<file path="src/rtl/fnd_pkg.sv">
`default_nettype none
// ============================================================================
// Module      : fnd_pkg
// Description : Shared constants for the FND scan decoder: segment patterns,
//               digit codes, FSM state encoding and select helpers.
// Revision    : 1.0 - initial release
// ============================================================================
package fnd_pkg;

    // Active-low segment patterns on font[6:0] (g..a); dp is excluded.
    localparam logic [6:0] c_seg_0     = 7'h40;
    localparam logic [6:0] c_seg_1     = 7'h79;
    localparam logic [6:0] c_seg_2     = 7'h24;
    localparam logic [6:0] c_seg_3     = 7'h30;
    localparam logic [6:0] c_seg_4     = 7'h19;
    localparam logic [6:0] c_seg_5     = 7'h12;
    localparam logic [6:0] c_seg_6     = 7'h02;
    localparam logic [6:0] c_seg_7     = 7'h78;
    localparam logic [6:0] c_seg_8     = 7'h00;
    localparam logic [6:0] c_seg_9     = 7'h10;
    localparam logic [6:0] c_seg_blank = 7'h7F;

    localparam logic [3:0] c_code_blank   = 4'hE;
    localparam logic [3:0] c_code_invalid = 4'hF;

    localparam logic [1:0] c_st_idle   = 2'd0;
    localparam logic [1:0] c_st_settle = 2'd1;
    localparam logic [1:0] c_st_hold   = 2'd2;

    function automatic logic f_sel_legal(input logic [3:0] comm);
        return ($countones(~comm) == 1);
    endfunction

    function automatic logic [1:0] f_sel_idx(input logic [3:0] comm);
        logic [1:0] idx;
        idx = 2'd0;
        for (int i = 0; i < 4; i++) begin
            if (!comm[i]) idx = i[1:0];
        end
        return idx;
    endfunction

    function automatic logic f_any_invalid(input logic [15:0] slots);
        logic err;
        err = 1'b0;
        for (int i = 0; i < 4; i++) begin
            if (slots[i*4 +: 4] == c_code_invalid) err = 1'b1;
        end
        return err;
    endfunction

endpackage
`default_nettype wire

</file>
<file path="src/rtl/fnd_seg_decode.sv">
`default_nettype none
// ============================================================================
// Module      : fnd_seg_decode
// Description : Maps an active-low 7-segment pattern to a 4-bit digit code.
// Revision    : 1.0 - initial release
// ============================================================================
module fnd_seg_decode
    import fnd_pkg::*;
(
    input  logic [6:0] i_seg,
    output logic [3:0] o_code
);

    always_comb begin
        o_code = c_code_invalid;
        case (i_seg)
            c_seg_0:     o_code = 4'd0;
            c_seg_1:     o_code = 4'd1;
            c_seg_2:     o_code = 4'd2;
            c_seg_3:     o_code = 4'd3;
            c_seg_4:     o_code = 4'd4;
            c_seg_5:     o_code = 4'd5;
            c_seg_6:     o_code = 4'd6;
            c_seg_7:     o_code = 4'd7;
            c_seg_8:     o_code = 4'd8;
            c_seg_9:     o_code = 4'd9;
            c_seg_blank: o_code = c_code_blank;
            default:     o_code = c_code_invalid;
        endcase
    end

endmodule
`default_nettype wire

</file>
<file path="src/rtl/fnd_decoder.sv">
`default_nettype none
// ============================================================================
// Module      : fnd_decoder
// Description : Snoops a multiplexed 4-digit 7-segment scan bus and rebuilds
//               the displayed digits, publishing one frame per full sweep.
// Revision    : 1.0 - initial release
// ============================================================================
module fnd_decoder
    import fnd_pkg::*;
#(
    parameter int SETTLE_CYCLES  = 4,
    parameter int TIMEOUT_CYCLES = 1_000_000
) (
    input  logic        clk,
    input  logic        reset,
    input  logic [3:0]  fnd_comm,
    input  logic [7:0]  fnd_font,
    output logic [15:0] o_digits,
    output logic [3:0]  o_dp,
    output logic        o_valid,
    output logic        o_frame_err,
    output logic        o_sel_err,
    output logic        o_stale
);

    localparam int c_set_w = (SETTLE_CYCLES > 1) ? $clog2(SETTLE_CYCLES) : 1;
    localparam int c_to_w  = $clog2(TIMEOUT_CYCLES + 1);

    localparam logic [c_set_w-1:0] c_set_last = c_set_w'(SETTLE_CYCLES - 1);
    localparam logic [c_to_w-1:0]  c_to_max   = c_to_w'(TIMEOUT_CYCLES);
    localparam logic [c_to_w-1:0]  c_to_pre   = c_to_w'(TIMEOUT_CYCLES - 1);

    logic [3:0]         r_comm;
    logic [7:0]         r_font;
    logic [11:0]        r_trk;
    logic [1:0]         r_state;
    logic [c_set_w-1:0] r_cnt;
    logic [c_to_w-1:0]  r_tcnt;
    logic [3:0]         r_seen;
    logic [15:0]        r_slots;
    logic [3:0]         r_slot_dp;
    logic               r_ill_d;

    logic               w_idle;
    logic               w_legal;
    logic               w_illegal;
    logic [11:0]        w_cur;
    logic               w_changed;
    logic [1:0]         w_idx;
    logic [3:0]         w_code;
    logic [c_set_w-1:0] w_cnt_nxt;
    logic               w_capture;

    fnd_seg_decode u_seg_decode (
        .i_seg  (r_font[6:0]),
        .o_code (w_code)
    );

    always_comb begin
        w_idle    = (r_comm == 4'hF);
        w_legal   = f_sel_legal(r_comm);
        w_illegal = !w_idle && !w_legal;
        w_cur     = {r_comm, r_font};
        w_changed = (w_cur != r_trk);
        w_idx     = f_sel_idx(r_comm);
        w_cnt_nxt = r_cnt + 1'b1;
        // The entry cycle counts as the first settled cycle.
        w_capture = (r_state == c_st_settle) && !w_changed && (w_cnt_nxt >= c_set_last);
    end

    always_ff @(posedge clk or posedge reset) begin
        if (reset) begin
            r_comm      <= 4'hF;
            r_font      <= 8'hFF;
            r_trk       <= {4'hF, 8'hFF};
            r_state     <= c_st_idle;
            r_cnt       <= '0;
            r_tcnt      <= '0;
            r_seen      <= 4'h0;
            r_slots     <= {4{c_code_blank}};
            r_slot_dp   <= 4'h0;
            r_ill_d     <= 1'b0;
            o_digits    <= {4{c_code_blank}};
            o_dp        <= 4'h0;
            o_valid     <= 1'b0;
            o_frame_err <= 1'b0;
            o_sel_err   <= 1'b0;
            o_stale     <= 1'b0;
        end else begin
            r_comm    <= fnd_comm;
            r_font    <= fnd_font;
            r_ill_d   <= w_illegal;
            o_sel_err <= w_illegal && !r_ill_d;
            o_valid   <= 1'b0;

            case (r_state)
                c_st_idle: begin
                    if (w_legal) begin
                        r_state <= c_st_settle;
                        r_cnt   <= '0;
                        r_trk   <= w_cur;
                    end
                end
                c_st_settle: begin
                    if (w_changed) begin
                        r_trk   <= w_cur;
                        r_cnt   <= '0;
                        r_state <= w_legal ? c_st_settle : c_st_idle;
                    end else if (w_capture) begin
                        r_state <= c_st_hold;
                    end else begin
                        r_cnt <= w_cnt_nxt;
                    end
                end
                c_st_hold: begin
                    if (w_changed) begin
                        r_trk   <= w_cur;
                        r_cnt   <= '0;
                        r_state <= w_legal ? c_st_settle : c_st_idle;
                    end
                end
                default: r_state <= c_st_idle;
            endcase

            if (w_capture) begin
                r_slots[{w_idx, 2'b00} +: 4] <= w_code;
                r_slot_dp[w_idx]             <= ~r_font[7];
                r_seen[w_idx]                <= 1'b1;
            end

            // A capture never lands in the cycle after the fourth one, so
            // publishing here cannot race a slot update.
            if (&r_seen) begin
                o_digits    <= r_slots;
                o_dp        <= r_slot_dp;
                o_frame_err <= f_any_invalid(r_slots);
                o_valid     <= 1'b1;
                o_stale     <= 1'b0;
                r_seen      <= 4'h0;
            end

            if (w_legal) begin
                r_tcnt <= '0;
            end else begin
                if (r_tcnt != c_to_max) r_tcnt <= r_tcnt + 1'b1;
                if (r_tcnt == c_to_pre) begin
                    o_stale <= 1'b1;
                    r_seen  <= 4'h0;
                end
            end
        end
    end

endmodule
`default_nettype wire

</file>
<file path="config.mk">
export PLATFORM = sky130hd
export DESIGN_NAME = fnd_decoder
export DESIGN_NICKNAME = d
export VERILOG_FILES = /design/src/rtl/fnd_pkg.sv /design/src/rtl/fnd_seg_decode.sv /design/src/rtl/fnd_decoder.sv
export SDC_FILE = /design/constraint.sdc
export NUM_CORES = 1
export LEC_CHECK = 0
export BUFFER_PORTS_ARGS = -buffer_cell sky130_fd_sc_hd__buf_2
export CAP_MARGIN = 20
export CORE_MARGIN = 2
export CORE_UTILIZATION = 40
export CTS_BUF_LIST = sky130_fd_sc_hd__clkbuf_8
export CTS_CLUSTER_DIAMETER = 40
export DETAILED_ROUTE_END_ITERATION = 8
export GPL_ROUTABILITY_DRIVEN = 1
export HOLD_SLACK_MARGIN = 0.06
export PLACE_DENSITY = 0.61
export SLEW_MARGIN = 20
export SYNTH_ARGS = -nofsm -noshare
export SYNTH_HDL_FRONTEND = slang
export SYNTH_HIERARCHICAL = 1
export SYNTH_SLANG_ARGS = --single-unit
</file>
<file path="constraint.sdc">
create_clock -name clk -period 5.81 [get_ports clk]
set_input_delay 0.581 -clock clk [delete_from_list [all_inputs] [get_ports clk]]
set_output_delay 0.581 -clock clk [all_outputs]
set_load 0.005 [all_outputs]
</file>
==> results of run 1 <==
==> Yosys cell counts (2+ instances only) <==
library cell | count | area (µm²)
or2_2 | 2 | 12.5
nand3_1 | 12 | 60.1
nor4_4 | 2 | 42.5
nor3_1 | 9 | 45.0
or3_1 | 7 | 43.8
inv_1 | 21 | 78.8
a21o_1 | 3 | 22.5
mux2i_1 | 6 | 60.1
nand4_1 | 10 | 62.6
nor3b_1 | 3 | 22.5
dfstp_2 | 48 | 1260
xnor2_1 | 9 | 78.8
mux2_2 | 24 | 270
nand2_1 | 64 | 240
and4_1 | 2 | 17.5
nor2_1 | 20 | 75.1
a21oi_1 | 10 | 50.1
nor4_1 | 3 | 18.8
nand4b_1 | 2 | 17.5
dfrtp_1 | 49 | 1230
a21boi_0 | 2 | 15.0
a2bb2oi_1 | 2 | 17.5
or4_1 | 3 | 22.5
nor2b_1 | 2 | 12.5
xor2_1 | 14 | 123
mux2_4 | 4 | 60.1
ha_1 | 11 | 138
o21ai_0 | 15 | 75.1
buf_4 | 3 | 22.5
and3_2 | 2 | 15.0
buf_6 | 2 | 22.5
o31ai_1 | 3 | 22.5
buf_2 | 3 | 15.0
nor4bb_1 | 2 | 20.0
clkbuf_1 | 7 | 26.3
o21a_1 | 3 | 22.5
nand2b_1 | 2 | 12.5
==> flip-flops by register name, summed over array words and instances, names as in the netlist <==
name and cells:
r_slots 16, r_font 8, o_dp 4, r_trk 12
o_sel_err 1, o_digits 16, r_tcnt 20, o_valid 1
r_seen 4, o_stale 1, r_state 2, r_slot_dp 4
o_frame_err 1, r_ill_d 1, r_comm 4, r_cnt 2
==> power by group <==
group | switching (mW) | leakage, nW | total [mW] | internal (mW)
logic | 0.142 | 0.994 | 0.274 | 0.132
clock network | 0.230 | 0.0948 | 0.395 | 0.165
registers | 0.0642 | 1.17 | 0.841 | 0.777
==> per-stage QoR <==
| stage | cell area [µm²] | util (%) | hold WS (ps) |
|---|---|---|---|
| floorplan | 4620 | - | 378 |
| global placement | 4930 | 43.4 | 394 |
| detailed placement | 4930 | 43.4 | 387 |
| CTS | 5100 | 44.9 | 278 |
| global route | 5100 | 44.9 | 271 |
| finish | 5100 | 44.9 | 301 |
==> final cells by class <==
cell class / instances / area (µm²) / area share [%]
multi-input combinational: 278 / 1960 / 38.5
sequential: 97 / 2490 / 48.7
clock buffer: 10 / 138 / 2.70
tap: 143 / 179 / 3.50
timing repair buffer: 41 / 215 / 4.22
inverter: 22 / 83.8 / 1.64
clock inverter: 6 / 37.5 / 0.735
==> placed cells by master (no fill, tap or decap), drive strengths merged, types with 11 or more instances in the layout <==
cell type  instances
dfrtp             49
buf               41
nor2              20
o21ai             15
nand3             13
ha                11
xor2              14
mux2              28
dfstp             48
inv               22
nand2             64
==> final timing paths <==
path,start,to,slack [ps],depth (start not counted)
min in group asynchronous,reset,r_tcnt[15],370,2
min,fnd_font[1],r_font[1],300,1
max,r_comm[1],r_trk[9],3220,9
min reg2reg,r_ill_d,o_sel_err,400,1
max reg2reg,r_comm[1],r_trk[9],3220,9
max in group asynchronous,reset,r_trk[11],4350,3
==> layer usage <==
layer,up-vias,global-route usage [%],share of wire (%)
li1,1507,-,-
met1,1490,18.8,47
met2,39,24.2,48
met3,14,3.43,2.7
met4,0,7.24,2.5
met5,-,0,0
==> logic make-up after synthesis <==
kind of cell	Yosys count	share of synthesized area [%]
xor+xnor	23	4.36
simple gates	158	18.6
buf+inv	38	3.76
compound gates	51	7.61
flops	97	53.8
mux	34	8.45
fa+ha+maj	12	3.41
==> worst reg2reg max path, cell delays in order (launching register included) <==
cell and delay, ps:
dfstp_2 620, fa_1 440, inv_1 70, ha_1 220, nor3b_2 160, nor2b_1 280
nor2_1 60, o21ai_0 80, buf_4 240, mux2_2 360
==> summary.md, run 1 <==
| Metric | Value |
|---|---|
| Outcome | finished, final reports clean |
| CP Class | reg2reg |
| CP peak stage delay | between 600 and 700 ps |
| Vias per cell | about 5 |
| WP data arrival | between 2000 and 3000 ps |
| Clock-pin slew on the worst setup and hold paths | ~80 ps |
| Bufs on Longest Clock Path | 2 |
| CTS Buf Count | 9 |
| Post-Layout Cell Count | 597 |
| Min Tclk post-route | roughly 2600 ps |
| Fmax | about 390 MHz |
| Syn. warnings | 6 |
| Max_cap viols | 0 |
| Mapped cell area | 0.00462 mm² |
| Drt total wl | approximately 8600 µm |
| Startpoint type of the worst setup path | register |
| Tot Pwr | 1.51 mW |
| LEAKAGE | 2.26 nW |
| Pre-CTS setup slack | 3200 ps |
| Mapped Cells | 413 |
| Share of cells above drive strength 1 | 31.9% |
| Postcts setup bufs | 0 |
| Synth Flop Type | dfrtp_1 |
| HP Class | in2reg |
| Synth Register Bits | 97 |
| Worst Tran Pin Value | 943 ps |
| WL/cell | roughly 14 µm |
| Total die area | 0.0124 mm² |
| CP bufs+invs | 2 |
| Delay-heaviest family, CP | adder cells |
| # IOs | 38 |
| Inst Count DP | roughly 580 |
| Crit. End Element | register |
| # diodes | 0 |
| Async set-reset flop share out of synthesis | 100% |
| Worst Clk Skew | 14.9 ps |
| # resized after CTS | 0 |
| Slew margin rel. | 36.3% |
| Largest net degree at the start of global routing | between 50 and 60 |
| Max rail drop VDD | 0.115 mV |
| Nets | between 400 and 500 |
| EDFF count, synth | 0 |
| RSZ-0062 raised after global routing | no |
| IO Port Bufs | 37 |
| # setup viols final | 0 |
| Via count | 3,050 |
| # DRC | 0 |
| Clk_lat worst skew | approximately 380 ps |
| Drt pass-1 iters | 4 |
| Fin. Hold Viols | 0 |
| Post-route ant nets | 0 |
| Row count | 39 |
| Fin Setup TNS | 0 ps |
| Fin crit share | 44.5% |
| Mapped Nets | between 400 and 500 |
| GRT Util Overall | 14.9% |
| Layout overhead on the synthesized area | 10.5% |
| Chip width | 111 µm |
| Initial antenna violation count | 0 |
| Max H-tree Level | 3 |
| DP HPWL | 6020 µm |
| Pwr dens | 296 mW/mm² |
| CTS tree | yes |
| Syn_area_per_cell | 11.2 µm² |
| CTS Sinks | between 90 and 100 |
| Hold buffers post-CTS | 0 |
| Critical path, cell by cell | fa_1 > inv_1 > ha_1 > nor3b_2 > nor2b_1 > nor2_1 > o21ai_0 > buf_4 > mux2_2 |
| CP max stage cell | dfstp_2 |
| Worst setup margin | 3220 ps |
| Die Ht | 111 µm |
| GPL Wtd Cong | 0.795 |
| Sequential share of the synthesized area | a little over half |
| Crit path required time | 6110 ps |
| Critical-path maximum fanout | 12 |
| First-pass GRT wire length | 14,900 µm |
| Core box area | between 0.01 and 0.015 mm² |
| Gr ovfl total | 0 |
| CTS Root Cell | clkbuf_8 |
| Starting DRT DRC Count | 114 |
| Synth cell types | 64 |
| Vias in the first global route | 3,126 |
| Filler instances | approximately 1,100 |
| Starting Density | 40.6% |
| Slew Limit Fails | 0 |
Power figures use the tool's default switching activity.
==> inputs of run 2 (changes only) <==
clock period = 2.6 ns   (was 5.81 ns; I/O delays follow)
==> run 2 against run 1 <==
Compared with the run above:
- final cell count increased by 4.9%
- die area did not move
- wire length grew 0.47%
- sequential share of layout area down 2.8 points
- setup slack got worse by 3100 ps
- sequential power increased by 120%
- register-to-register slack got worse by 3100 ps
- clock skew grew 0.90 ps
- final area up 6.1%
- sequential cell count stayed put
- combinational power increased by 150%
- count of clock-buffer cells in the layout up 1
==> summary.md, run 2 (synthesis gave the netlist of run 1 again) <==
| Metric | Value |
|---|---|
| Outcome | finished, final reports clean |
| Hold WS | 415 ps |
| CP Launch Point | r_comm[0] |
| HP Class | reg2reg |
| Most frequent cells in the layout | nand2_1 (64), dfrtp_1 (49), dfstp_2 (48), buf_2 (37), mux2_2 (24) |
| Min Tclk post-route | 2470 ps |
| CP Capture Point | r_trk[2] |
| Startpoint type of the worst setup path | register |
| R2R depth | 10 |
| # DRC | 0 |
| Vias in the first global route | 3,161 |
| Chip width | 111 µm |
| Met3 Usage GRT | 3.92% |
| Max H-tree Level | 3 |
| Pwr dens | 656 mW/mm² |
| DP HPWL | 5910 µm |
| Layout overhead on the synthesized area | 17.2% |
| Vias per cell | 5.02 |
| Tot Pwr | 3.55 mW |
| Via count | 3,143 |
| CTS Root Cell | clkbuf_8 |
| Drt total wl | 8630 µm |
| Max rail drop VDD | 0.304 mV |
| # IOs | 38 |
| Worst R2R Start | r_comm[0] |
| RSZ-0062 raised after global routing | no |
| Gr ovfl total | 0 |
| # diodes | 0 |
| IO Port Bufs | 37 |
| Initial antenna violation count | 0 |
| RR Endpoint | r_trk[2] |
| Drt pass-1 iters | 5 |
| Max_cap viols | 0 |
| Postcts setup bufs | 0 |
| Max reg flops | 20 |
| CP Class | reg2reg |
| WP data arrival | 2770 ps |
| Bufs on Longest Clock Path | 2 |
| # setup viols final | 0 |
| GRT Util Overall | 14.8% |
| CTS tree | yes |
| LEAKAGE | 2.42 nW |
| Layer with the highest usage | met2 |
| Crit. End Element | register |
| GR Util met2 | 24.1% |
| Nets | 504 |
| Fin. Hold Viols | 0 |
| Fmax | approximately 400 MHz |
| GRT met1 Usage | a little under a fifth |
| Row count | 39 |
| Core box area | 0.0114 mm² |
| CTS Sinks | 97 |
| CTS Buf Count | 9 |
| Post-route ant nets | 0 |
| First-pass GRT wire length | around 15,000 µm |
| Starting Density | between 40% and 50% |
| Die Ht | approximately 110 µm |
| Slew Limit Fails | 0 |
| Reg2Reg Setup Slack | 130 ps |
| Clk_lat worst skew | ~370 ps |
| Worst Tran Pin Value | 674 ps |
| WL/cell | 13.8 µm |
| Largest reg by FF count | r_tcnt |
| Worst Clk Skew | 15.8 ps |
| Fin Setup TNS | 0 ps |
| Slew margin rel. | between 50% and 60% |
| Largest regs | r_tcnt (20), o_digits (16), r_slots (16) |
| Crit path required time | 2890 ps |
| Share of cells above drive strength 1 | 33.7% |
| Fin crit share | between 90% and 100% |
| GPL Wtd Cong | 0.807 |
| Critical-path maximum fanout | 6 |
| Clock-pin slew on the worst setup and hold paths | 90 ps |
| Total die area | 0.0124 mm² |
| Most common cell after layout, fill and taps aside | nand2_1 |
| Largest net degree at the start of global routing | 98 |
| Starting DRT DRC Count | about 140 |
run 2: cell count changes in the layout (fill, tap and decap cells not counted), sizes merged:
cell and change:
dlygate4sd3 +13, inv -1, buf +16, clkbuf +1
clkinv -1, bufinv +1
run 2: worst min path at each step:
stage	startpoint	end	slack (ps)	depth (start not counted)
5_1_grt	r_ill_d	o_sel_err	450	1
4_1_cts	r_ill_d	o_sel_err	430	1
6_report	r_ill_d	o_sel_err	420	1
3_5_place_dp	fnd_comm[1]	r_comm[1]	370	1
3_3_place_gp	fnd_comm[2]	r_comm[2]	370	1
2_1_floorplan	fnd_comm[0]	r_comm[0]	260	0
run 2: where the power goes:
| group | leakage (nW) | total (mW) | internal, mW | switching [mW] |
|---|---|---|---|---|
| sequential | 1.17 | 1.86 | 1.73 | 0.126 |
| clock | 0.111 | 1.01 | 0.496 | 0.514 |
| combinational | 1.14 | 0.682 | 0.342 | 0.340 |
| total | 2.42 | 3.55 | 2.57 | 0.980 |
run 2: worst max-delay path, stage by stage (launching register included):
cell and delay [ps]:
dfstp_2 380, fa_1 530, inv_1 40, ha_1 170, ha_1 300, nor3b_4 230
nor2b_4 80, nor2_1 80, o21ai_0 120, buf_4 190, mux2_2 270
run 2: per-stage QoR:
stage	instance area, µm²	setup slack, ps	util [%]	instances
global route	5420	4.30	47.6	626
global placement	5060	85.1	44.5	596
detailed placement	5060	16.6	44.5	596
finish	5420	127	47.6	626
floorplan	4640	6.89	-	413
CTS	5400	20.6	47.5	625
run 2: cell type report:
type | instances | area (µm²)
Clock buffer | 11 | 151
Clock inverter | 5 | 56.3
Fill cell | 1074 | 5950
Inverter | 22 | 86.3
Multi-Input combinational cell | 278 | 1980
Sequential cell | 97 | 2490
Tap cell | 143 | 179
Timing Repair Buffer | 70 | 478
run 2: what timing repair did:
| item | in CTS | in global routing |
|---|---|---|
| hold buffers | 13 | 0 |
| gates resized for setup | 0 | 6 |
| endpoints found under the hold margin | 61 | 0 |
| setup endpoints to repair | 0 | 12 |
run 2: metal layers:
layer  vias up  share of wire, %  wire, µm
met5         -                 0         0
met1      1531                48      4100
met3        10               3.1       270
met2        39                48      4130
met4         0               1.4       124
li1       1563                 -         -
==> inputs of run 3 (changes only) <==
CELL_PAD_IN_SITES_DETAIL_PLACEMENT = 1   (was unset)
CELL_PAD_IN_SITES_GLOBAL_PLACEMENT = 1   (was unset)
CORE_UTILIZATION = 45   (was 40)
PLACE_DENSITY = 0.79   (was 0.61)
==> run 3 against run 2 <==
Compared with the run above:
- hold slack worse by 20 ps
- sequential share of layout area is 0.40 points lower
- combinational power is 9.2% higher
- die area is 11% lower
- clock skew hardly changed
- largest cell class unchanged
==> summary.md, run 3 (synthesis gave the netlist of run 1 again) <==
| Metric | Value |
|---|---|
| LEAKAGE | 2.44 nW |
| Vias in the first global route | about 3,700 |
| Crit. End Element | register |
| Inst Count DP | 589 |
| IO Port Bufs | 37 |
| Hold WS | 395 ps |
| Slew margin rel. | 51.6% |
| CP bufs+invs | 0 |
| Vias per cell | 5.40 |
| # diodes | 0 |
| Chip width | 105 µm |
| Clk_lat worst skew | 380 ps |
| Starting Density | a little under half |
| GPL Wtd Cong | 0.759 |
| Drt total wl | between 10,000 and 15,000 µm |
| Largest reg by FF count | r_tcnt |
| Fmax | ~400 MHz |
| CTS tree | yes |
| Fin. Hold Viols | 0 |
| Fin crit share | 95.9% |
| Outcome | finished, final reports clean |
| Worst Clk Skew | 15.6 ps |
| Critical-path maximum fanout | 13 |
| Most frequent cells in the layout | nand2_1 (64), dfrtp_1 (49), dfstp_2 (48), buf_2 (37), mux2_2 (24) |
| Nets | 507 |
| Worst Tran Pin Value | between 700 and 800 ps |
| CTS Sinks | 97 |
| Met3 Usage GRT | 3.46% |
| CTS Buf Count | 9 |
| GR Util met2 | about 38% |
| Final instance area | around 0.0055 mm² |
| Post-Layout Cell Count | 619 |
| CP peak stage delay | 690 ps |
| Initial antenna violation count | 0 |
| Total die area | 0.0111 mm² |
| Starting DRT DRC Count | 93 |
| Core box area | 0.00986 mm² |
| Cell Area, Placed | around 0.0051 mm² |
| # setup viols final | 0 |
| Max_cap viols | 0 |
| Slew Limit Fails | 0 |
| Layer with the highest usage | met2 |
| DP HPWL | ~7700 µm |
| Startpoint type of the worst setup path | register |
| Most common cell after layout, fill and taps aside | nand2_1 |
| RSZ-0062 raised after global routing | no |
| Gr ovfl total | 0 |
| Crit path required time | 2880 ps |
| GRT met1 Usage | ~24% |
| First-pass GRT wire length | 18,400 µm |
| Bufs on Longest Clock Path | 2 |
| # IOs | 38 |
| Largest net degree at the start of global routing | 37 |
| Post-route ant nets | 0 |
| HP Class | reg2reg |
| GRT Util Overall | 20.9% |
| Max reg flops | 20 |
| Row count | 36 |
| WL/cell | 17.7 µm |
| Via count | 3,345 |
| WP data arrival | 2770 ps |
| Delay-heaviest family, CP | simple AND/OR/NAND/NOR gates |
| Clock-pin slew on the worst setup and hold paths | 100 ps |
| Max rail drop VDD | 0.281 mV |
| Layout overhead on the synthesized area | 18.3% |
| Largest regs | r_tcnt (20), o_digits (16), r_slots (16) |
| Drt pass-1 iters | 4 |
| CP max stage cell | dfstp_2 |
| CTS Root Cell | clkbuf_8 |
| Share of cells above drive strength 1 | a little over a third |
| Die Ht | 105 µm |
| Critical path, cell by cell | xnor2_1 > and4_1 > nand3_4 > or4b_1 > mux2_4 |
| Pwr dens | 681 mW/mm² |
| Max H-tree Level | 3 |
| CP Class | reg2reg |
| # DRC | 0 |
| Min Tclk post-route | 2490 ps |
-- run 3: worst paths after layout --
check,start,end,slack [ps],depth (start not counted)
min in group asynchronous,reset,r_tcnt[14],550,3
hold reg to reg,r_ill_d,o_sel_err,390,1
setup reg to reg,r_font[3],r_slots[8],110,5
setup / recovery,r_font[3],r_slots[8],110,5
max in group asynchronous,reset,r_font[5],1320,4
hold / removal,r_ill_d,o_sel_err,390,1
-- run 3: metal layers --
metal	wire [µm]	up-vias
met5	0	-
met3	248	23
met2	5760	49
met4	298	0
li1	-	1566
met1	4630	1707
-- run 3: power breakdown --
group          switching [mW]  internal, mW  total, mW
logic                   0.386         0.359      0.745
clock network           0.555         0.544       1.10
registers               0.142          1.74       1.88
total                    1.08          2.64       3.72
-- run 3: repair_timing --
item                                    4_1_cts  5_1_grt
hold buffers                                 13        0
pin swaps                                     0        1
hold endpoints to repair                     35        0
buffers inserted                              0        0
endpoints found under the setup margin       12       18
gates resized for setup                       1       10
gates cloned                                  0        1
-- run 3: area by class of cell --
cell class / instances / area [µm²]
sequential: 97 / 2490
multi-input combinational: 278 / 2000
clock buffer: 9 / 124
timing repair buffer: 73 / 504
fill: 1072 / 4400
tap: 133 / 166
clock inverter: 7 / 93.8
inverter: 22 / 86.3
-- run 3: stage by stage --
step / TNS [ps] / power [mW] / setup slack (ps) / utilization, %
4_1_cts: 0 / 3.72 / 8.91 / 55.0
6_report: 0 / 3.72 / 105 / 55.4
2_1_floorplan: 0 / 2.38 / 6.89 / -
3_5_place_dp: -531 / 2.59 / -55.7 / 51.4
3_3_place_gp: 0 / 2.52 / 94.5 / 51.4
5_1_grt: 0 / 3.90 / 7.02 / 55.4
